==> src/rtl/dm_wb_cache_ctrl.sv <==
// Direct-mapped, write-back, write-allocate cache controller with a req/ack line memory port.
// Optional performance counters are enabled by defining DM_CACHE_PERF_CNT_EN.
module dm_wb_cache_ctrl #(
  parameter  int ADDR_W         = 32,
  parameter  int WORD_W         = 32,
  parameter  int LINES          = 4,
  parameter  int WORDS_PER_LINE = 4,
  localparam int OFF_W          = $clog2(WORDS_PER_LINE),
  localparam int IDX_W          = $clog2(LINES),
  localparam int TAG_W          = ADDR_W - IDX_W - OFF_W,
  localparam int LINE_W         = WORD_W * WORDS_PER_LINE
) (
  input  logic              clk,
  input  logic              reset,
  input  logic [ADDR_W-1:0] cpu_addr,
  input  logic              cpu_read,
  input  logic              cpu_write,
  input  logic [WORD_W-1:0] cpu_wdata,
  output logic [WORD_W-1:0] cpu_rdata,
  output logic              cpu_ready,
  output logic              hit,
  output logic              mem_req,
  output logic              mem_we,
  output logic [ADDR_W-1:0] mem_addr,
  output logic [LINE_W-1:0] mem_wdata,
  input  logic [LINE_W-1:0] mem_rdata,
  input  logic              mem_ack
`ifdef DM_CACHE_PERF_CNT_EN
  ,
  output logic [31:0]       perf_hits,
  output logic [31:0]       perf_misses,
  output logic [31:0]       perf_writebacks
`endif
);

  typedef enum logic [1:0] {S_IDLE, S_WRITEBACK, S_REFILL, S_RESPOND} state_t;

  state_t            r_state;
  logic [TAG_W-1:0]  r_tag  [LINES];
  logic [LINE_W-1:0] r_data [LINES];
  logic [LINES-1:0]  r_valid;
  logic [LINES-1:0]  r_dirty;
  logic [ADDR_W-1:0] r_addr;
  logic [WORD_W-1:0] r_wdata;
  logic              r_is_write;

  logic [TAG_W-1:0]  w_req_tag, w_lat_tag;
  logic [IDX_W-1:0]  w_req_idx, w_lat_idx, w_line_idx;
  logic [OFF_W-1:0]  w_req_off, w_lat_off;
  logic              w_req_valid, w_req_write, w_hit, w_accept, w_refill_done, w_line_we;
  logic [LINE_W-1:0] w_cur_line, w_line_new;
  logic [WORD_W-1:0] w_hit_word, w_refill_word;

  assign w_req_tag     = cpu_addr[ADDR_W-1 -: TAG_W];
  assign w_req_idx     = cpu_addr[OFF_W +: IDX_W];
  assign w_req_off     = cpu_addr[OFF_W-1:0];
  assign w_lat_tag     = r_addr[ADDR_W-1 -: TAG_W];
  assign w_lat_idx     = r_addr[OFF_W +: IDX_W];
  assign w_lat_off     = r_addr[OFF_W-1:0];
  // A simultaneous read and write is served as a plain read.
  assign w_req_valid   = cpu_read | cpu_write;
  assign w_req_write   = cpu_write & ~cpu_read;
  assign w_hit         = r_valid[w_req_idx] && (r_tag[w_req_idx] == w_req_tag);
  assign w_accept      = (r_state == S_IDLE) && w_req_valid;
  assign w_refill_done = (r_state == S_REFILL) && mem_ack;

  // NOTE: every always_comb output gets a default first so no latch is inferred.
  always_comb begin
    w_cur_line    = r_data[w_req_idx];
    w_hit_word    = w_cur_line[int'(w_req_off)*WORD_W +: WORD_W];
    w_line_we     = 1'b0;
    w_line_idx    = w_req_idx;
    w_line_new    = w_cur_line;
    w_refill_word = '0;
    if (w_accept && w_hit && w_req_write) begin
      w_line_we = 1'b1;
      w_line_new[int'(w_req_off)*WORD_W +: WORD_W] = cpu_wdata;
    end else if (w_refill_done) begin
      w_line_we  = 1'b1;
      w_line_idx = w_lat_idx;
      w_line_new = mem_rdata;
      if (r_is_write) begin
        w_line_new[int'(w_lat_off)*WORD_W +: WORD_W] = r_wdata;
      end
      w_refill_word = w_line_new[int'(w_lat_off)*WORD_W +: WORD_W];
    end
  end

  // NOTE: tag and data arrays carry no reset; the valid bits alone qualify their contents.
  always_ff @(posedge clk) begin
    if (w_line_we) begin
      r_data[w_line_idx] <= w_line_new;
    end
    if (w_refill_done) begin
      r_tag[w_lat_idx] <= w_lat_tag;
    end
  end

  always_ff @(posedge clk or negedge reset) begin
    if (!reset) begin
      r_state    <= S_IDLE;
      r_valid    <= '0;
      r_dirty    <= '0;
      r_addr     <= '0;
      r_wdata    <= '0;
      r_is_write <= 1'b0;
      cpu_ready  <= 1'b0;
      hit        <= 1'b0;
      cpu_rdata  <= '0;
      mem_req    <= 1'b0;
      mem_we     <= 1'b0;
      mem_addr   <= '0;
      mem_wdata  <= '0;
    end else begin
      case (r_state)
        S_IDLE: begin
          if (w_req_valid) begin
            r_addr     <= cpu_addr;
            r_wdata    <= cpu_wdata;
            r_is_write <= w_req_write;
            if (w_hit) begin
              r_state   <= S_RESPOND;
              cpu_ready <= 1'b1;
              hit       <= 1'b1;
              cpu_rdata <= w_req_write ? cpu_wdata : w_hit_word;
              if (w_req_write) begin
                r_dirty[w_req_idx] <= 1'b1;
              end
            end else if (r_valid[w_req_idx] && r_dirty[w_req_idx]) begin
              r_state   <= S_WRITEBACK;
              mem_req   <= 1'b1;
              mem_we    <= 1'b1;
              mem_addr  <= {r_tag[w_req_idx], w_req_idx, {OFF_W{1'b0}}};
              mem_wdata <= w_cur_line;
            end else begin
              r_state  <= S_REFILL;
              mem_req  <= 1'b1;
              mem_we   <= 1'b0;
              mem_addr <= {w_req_tag, w_req_idx, {OFF_W{1'b0}}};
            end
          end
        end
        S_WRITEBACK: begin
          if (mem_ack) begin
            r_state  <= S_REFILL;
            mem_we   <= 1'b0;
            mem_addr <= {w_lat_tag, w_lat_idx, {OFF_W{1'b0}}};
          end
        end
        S_REFILL: begin
          if (mem_ack) begin
            r_state            <= S_RESPOND;
            mem_req            <= 1'b0;
            r_valid[w_lat_idx] <= 1'b1;
            r_dirty[w_lat_idx] <= r_is_write;
            cpu_ready          <= 1'b1;
            hit                <= 1'b0;
            cpu_rdata          <= w_refill_word;
          end
        end
        S_RESPOND: begin
          r_state   <= S_IDLE;
          cpu_ready <= 1'b0;
        end
        default: r_state <= S_IDLE;
      endcase
    end
  end

`ifdef DM_CACHE_PERF_CNT_EN
  function automatic logic [31:0] sat_inc(input logic [31:0] v);
    return (v == 32'hFFFF_FFFF) ? v : v + 32'd1;
  endfunction

  always_ff @(posedge clk or negedge reset) begin
    if (!reset) begin
      perf_hits       <= '0;
      perf_misses     <= '0;
      perf_writebacks <= '0;
    end else begin
      if (w_accept && w_hit) perf_hits <= sat_inc(perf_hits);
      if (w_refill_done) perf_misses <= sat_inc(perf_misses);
      if ((r_state == S_WRITEBACK) && mem_ack) perf_writebacks <= sat_inc(perf_writebacks);
    end
  end
`else
  // Counters are absent in this build.
`endif

endmodule

==> config.mk <==
export PLATFORM = sky130hd
export DESIGN_NAME = dm_wb_cache_ctrl
export DESIGN_NICKNAME = d
export VERILOG_FILES = /design/src/rtl/dm_wb_cache_ctrl.sv
export SDC_FILE = /design/constraint.sdc
export NUM_CORES = 2
export LEC_CHECK = 0
export CORE_ASPECT_RATIO = 2
export CORE_MARGIN = 3
export CORE_UTILIZATION = 58
export CTS_CLUSTER_DIAMETER = 120
export CTS_CLUSTER_SIZE = 20
export DETAILED_ROUTE_END_ITERATION = 8
export PLACE_DENSITY_LB_ADDON = 0.1
export SYNTH_ARGS = -nofsm -noshare
export SYNTH_HDL_FRONTEND = slang
export SYNTH_SLANG_ARGS = --single-unit
==> constraint.sdc <==
create_clock -name clk -period 13.2 [get_ports clk]
set_input_delay 1.98 -clock clk [delete_from_list [all_inputs] [get_ports clk]]
set_output_delay 1.98 -clock clk [all_outputs]
set_load 0.02 [all_outputs]
==> Word-level counts from Yosys, hierarchy flattened <==
Memories as Yosys holds them, arrays and structs flattened.
Index checks and enable logic that the tools add are counted.
{ "classes": {"bitwise_logic": 6, "n_shift": 6, "n_eq_ne": 10, "muxes": 59, "n_addsub": 2, "n_lt_le_gt_ge": 4, "reduce_logical": 21} }
{ "op_table": {"columns": ["operator", "n"], "rows": [
  ["128-bit 2-to-1 mux", 5],
  ["32-bit 2-to-1 mux", 10],
  ["128-bit bitwise mux", 2],
  ["32-bit by 33-bit variable shift with 128-bit output, first input constant", 2],
  ["128-bit by 8-bit indexed part select with 32-bit output", 2],
  ["32-bit by 33-bit indexed part select with 128-bit output", 2],
  ["32-bit case mux with 2 select lines", 2],
  ["7-bit negation with 33-bit output", 2],
  ["28-bit equality test", 1],
  ["4-bit AND reduction", 5],
  ["1-bit 2-to-1 mux", 18],
  ["4-bit 2-to-1 mux", 4],
  ["2-bit 2-to-1 mux", 7],
  ["2-bit inequality test, second input constant", 6],
  ["1-bit logical AND", 8],
  ["4-bit OR", 2],
  ["2-bit case mux with 4 select lines", 1],
  ["4-bit case mux with 2 select lines", 1],
  ["2-bit by 3-bit less-than comparator with 1-bit output, second input constant", 2],
  ["1-bit case mux with 2 select lines", 3],
  ["5-bit AND reduction", 1],
  ["1-bit binary-select mux with 2-bit select", 2],
  ["4-bit bitwise mux", 1],
  ["1-bit demux with 2-bit select", 2],
  ["other kinds (12)", 17]
]} }
{ "word_totals": {"reg_bits": 271, "inputBits": 197, "word_cells": 123, "out_inout_bits": 196, "n_memories": 2, "ramBits": 624} }
{ "mem_list": {"columns": ["name", "depth", "width", "read_ports", "rd_ports_with_merged_regs", "write_ports", "line_no", "source"], "rows": [
  ["r_data", 4, 128, 1, 0, 1, "40", "logic [LINE_W-1:0] r_data [LINES];"],
  ["r_tag", 4, 28, 1, 0, 1, "39", "logic [TAG_W-1:0] r_tag [LINES];"]
]} }

==> Logic depth before layout (Yosys ltp) <==
{ "depth": {"word_depth": 11, "mapped_depth": 15, "ltp_nobuf": 10} }

==> Worst setup path after synthesis <==
No wires, ideal clock.
{ "synth_path": {"path_kind": "input -> register", "startpoint": "in cpu_addr[3]", "endpoint": "mem r_data[3][0] in the netlist's numbering, enable pin", "stages": 11, "t_required_ns": 12.408, "n_path_buf": 4, "slack_ns": -0.753, "t_arrival_ns": 13.161, "setup_ns": 0.792, "cell_sequence": "buf_6 -> buf_12 -> mux2i_1 -> a22o_1 -> or3_1 -> a2111oi_4 -> nand3_2 -> or3_1 -> buf_6 -> clkbuf_1 -> o21ai_0"} }
{ "synth_between": {"elab_chain_len": 8, "elab_cells_between_ends": 12, "cone_classes": "eq/ne (1); mux (7); reduce/logical (3); memory (1)"} }
{ "synth_lines": {"columns": ["element", "line_no", "source"], "rows": [
  ["from (decl)", "15", "input logic [ADDR_W-1:0] cpu_addr,"],
  ["memory 4 x 28 bit / 1-bit binary-select mux with 2-bit select (equally long branches)", null, null],
  ["28-bit equality test / 1-bit 2-to-1 mux (equally long branches)", "63", "assign w_hit = r_valid[w_req_idx] && (r_tag[w_req_idx] == w_req_tag);"],
  ["1-bit logical AND", "63", null],
  ["1-bit logical AND (2 in series)", "75", "if (w_accept && w_hit && w_req_write) begin"],
  ["1-bit 2-to-1 mux", "75", null],
  ["1-bit 2-to-1 mux", "91", "if (w_line_we) begin"],
  ["1-bit 2-to-1 mux (not written as such)", "92", "r_data[w_line_idx] <= w_line_new;"],
  ["to (decl)", "40", null]
]} }
Several ways; a longest one is shown, not always the timed one. The select of a mux whose other input is x is not followed.

==> Worst setup path in the final report <==
{ "layout_path": {"startpoint": "in cpu_addr[3]", "endpoint": "mem r_data[2][40] in the netlist's numbering, enable pin"} }
The elaborated chain is that of the path after synthesis.

==> summary.md <==
| Metric | Value |
|---|---|
| Number of setup violations in the final report | `0` |
| Tot GR Track Use | `0.3476` |
| Final ANT Viol Nets | `0` |
| RSZ-0062 raised after global routing | `false` |
| Status | `completed` |
| Layout cell share with drive strength beyond 1 | `0.1738` |
| Logic pwr share | `0.389` |
| Largest net degree at the start of global routing | `115` |
| Die Wd | `193.8 microns` |
| Inserted Clock Buffers | `50` |
| CTS resizes | `0` |
| Drt pass-1 iters | `7` |
| # fillers | `4875` |
| Type of element capturing the critical path | `flip-flop` |
| Pwr Density | `209.7 mW/mm^2` |
| Req. time, crit path | `13420 ps` |
| Clk slew on worst S/H paths | `80 ps` |
| Area contributors post-synth | `edfxtp_1, dfrtp_1, mux4_2` |
| Area occupied by multi-input gates | `0.01455 sq mm` |
| 1st-iter DRT viols | `3702` |
| Fin. max-slew vios | `0` |
| Register Area | `0.02547 sq mm` |
| DP HPWL | `85100 microns` |
| Clock tree buffer depth | `3` |
| Detail-routed via count per cell | `7.062` |
| CTS Sinks | `893` |
| Setup WS post-layout | `5954 ps` |
| Startpoint Class | `input pin` |
| Sequential fraction of the synthesis area | `0.6224` |
| Flops & latches, synth | `893` |
| H-tree depth | `2` |
| Period utilization | `0.5489` |
| Syn_area_per_cell | `14.60 sq um` |
| Hold buffer count at CTS | `0` |
| Power, Total | `9.858 mW` |
| Synth unique cells | `65` |
| Grt ovf | `0` |
| Initial core utilization | `0.5866` |
| Hold depth | `1` |
| Vias in the first global route | `28.75k` |
| Startpoint of the worst hold path | `r_valid[1]$_DFFE_PN0P_` |
| Via count | `28.43k` |
| Int Pwr | `6.248 mW` |
| Synth top area share | `0.4579` |
| Core region area | `0.06977 sq mm` |
| Layout Nets | `3289` |
| Initial antenna violation count | `4` |
| Commonest cells after routing, fill and taps aside | `edfxtp_1, clkdlybuf4s50_1, dfrtp_1` |
| Reg power frac | `0.446` |
| Num rows | `137` |
| Worst skew pair latency | `630 ps` |
| Hold WC Path Type | `flip-flop to flip-flop` |
| Number of enable flip-flop cells after synthesis | `624` |
| DRT Wirelength | `130800 microns` |
| Setup Skew | `39.22 ps` |
| Root Driver | `clkbuf_16` |
| Asr flop ratio synth | `0.3012` |
| CP Max Fanout | `68` |
| Mapped Area | `0.04092 sq mm` |
| Global-route wire length before repair | `191900 microns` |
| LEAKAGE | `16.88 nW` |
| Number of max-cap violations | `0` |
| Crit Path Category | `input pin to flip-flop` |
| FMAX | `138.0 MHz` |
| Tmin final | `7246 ps` |
| Sw frac | `0.3663` |
| Flop2flop setup slack | `7870 ps` |
| Die Span Y | `381.6 microns` |
| I/O pin count | `393` |
| # Post-CTS Setup Buffers | `0` |
| # DRC | `0` |
| Pin slew with the least headroom to its limit | `1260 ps` |
| P_sw | `3.611 mW` |
| Post-Synthesis Cells | `2802` |
| Hold Violations, Final | `0` |
| Worst IR drop on VDD | `0.0001677 V` |
| Commonest non-fill, non-tap cell in the layout | `edfxtp_1` |
| Wire per inst | `32.49 microns` |
| RD Place Congestion | `0.9051` |
| Min-Delay Endpoint | `r_valid[1]$_DFFE_PN0P_` |
| Dominant synthesized flop cell | `edfxtp_1` |
| CP arrival | `7470 ps` |
| R2R cell count | `9` |
| Yosys warning total | `0` |
| Yosys top cell by area | `edfxtp_1` |
| Worst reg2reg path startpoint | `r_state[0]$_DFFE_PN0P_` |
| Worst r2r dst | `r_data[2][40]$_DFFE_PP_` |
| Die area | `0.07397 sq mm` |
| Clk pwr share | `0.165` |
| Slew HR | `0.1577` |
| Area grow syn2layout | `14.89%` |
| TritonCTS clock tree | `built` |
| Setup WS pre-CTS | `5398 ps` |
| IO Port Bufs | `390` |
cells in the mapped netlist, drive strengths merged, types with 9 or more instances:
master,number
mux2,201
a21oi,144
or2,9
nand2,225
edfxtp,624
a21o,19
nor2b,13
buf,88
a211oi,38
dfrtp,269
mux4,183
a2111oi,35
nor3,9
ha,14
xnor2,23
mux2i,89
nand2b,26
clkbuf,134
a22oi,186
o21ai,119
nor2,155
o22ai,28
and3,31
inv,16
a221o,51
and2,9
routing by layer:
metal  vias to the layer above  GRT usage  routed length [microns]
met5                         -          0                       13
met4                         2     0.1760                     8472
met3                       469    0.07053                    14190
met2                      2208     0.5696                    63140
met1                     14227     0.4453                    45010
li1                      11527          -                        -
worst max-delay path by stage:
stage	slack, ps	to	start
finish	5950	r_data[2][40]$_DFFE_PP_	cpu_addr[3]
global route	5730	r_data[0][9]$_DFFE_PP_	cpu_addr[3]
CTS	6030	r_data[0][41]$_DFFE_PP_	cpu_addr[3]
detailed placement	5400	r_data[0][40]$_DFFE_PP_	cpu_addr[3]
global placement	5430	r_data[0][104]$_DFFE_PP_	cpu_addr[3]
floorplan	-750	r_data[3][0]$_DFFE_PP_	cpu_addr[3]
area by class of cell:
type / count / share of cell area
sequential: 893 / 0.5418
multi-input combinational: 1670 / 0.3095
timing repair buffer: 445 / 0.09237
clock buffer: 91 / 0.03034
tap: 903 / 0.02403
inverter: 18 / 0.001437
clock inverter: 2 / 0.0003726
antenna: 4 / 0.0002129
critical path, cell delays in order:
cell and delay (ps):
clkbuf_8 440, buf_4 580, mux2i_1 490, o22ai_1 160
or4_1 580, a21oi_1 190, nand2b_1 270, or3_4 620
o21ai_4 190, buf_4 720, buf_4 940
power groups by stage:
stage / Combinational (mW) / Clock, mW / Sequential, mW
final: 3.84 / 1.63 / 4.39
after global routing: 4.03 / 1.75 / 4.46
after CTS: 3.79 / 1.65 / 4.38
after detailed placement: 3.77 / 0 / 4.43
after global placement: 3.68 / 0 / 4.39
after floorplan: 1.93 / 0 / 4.71
registers in the layout (all words and copies together) (netlist names), 2 cells and up:
signal,cells
r_dirty,4
r_valid,4
r_data,512
r_wdata,32
mem_wdata,128
r_tag,112
r_state,2
r_addr,32
mem_addr,30
cpu_rdata,32
kinds of logic after synthesis:
kind of cell	synth area share
AOI/OAI and AO/OA	0.1089
other	0.00009164
adders and majority gates	0.004281
xor gates and xnor gates	0.005565
DFF	0.6224
muxes	0.1783
buffers and inverters	0.02636
and+or+nand+nor	0.05403
stage by stage:
step	hold WS (ps)	utilization	area, sq um	TNS, ps	instances
after floorplan	433.7	-	40930	-289090	2803
after global placement	446.9	0.6531	45560	0	3929
after detailed placement	458.2	0.6531	45560	0	3929
after CTS	478.9	0.6738	47010	0	4022
after global routing	496.0	0.6738	47010	0	4023
final	475.5	0.6739	47020	0	4026
(Power assumes the default switching activity.)
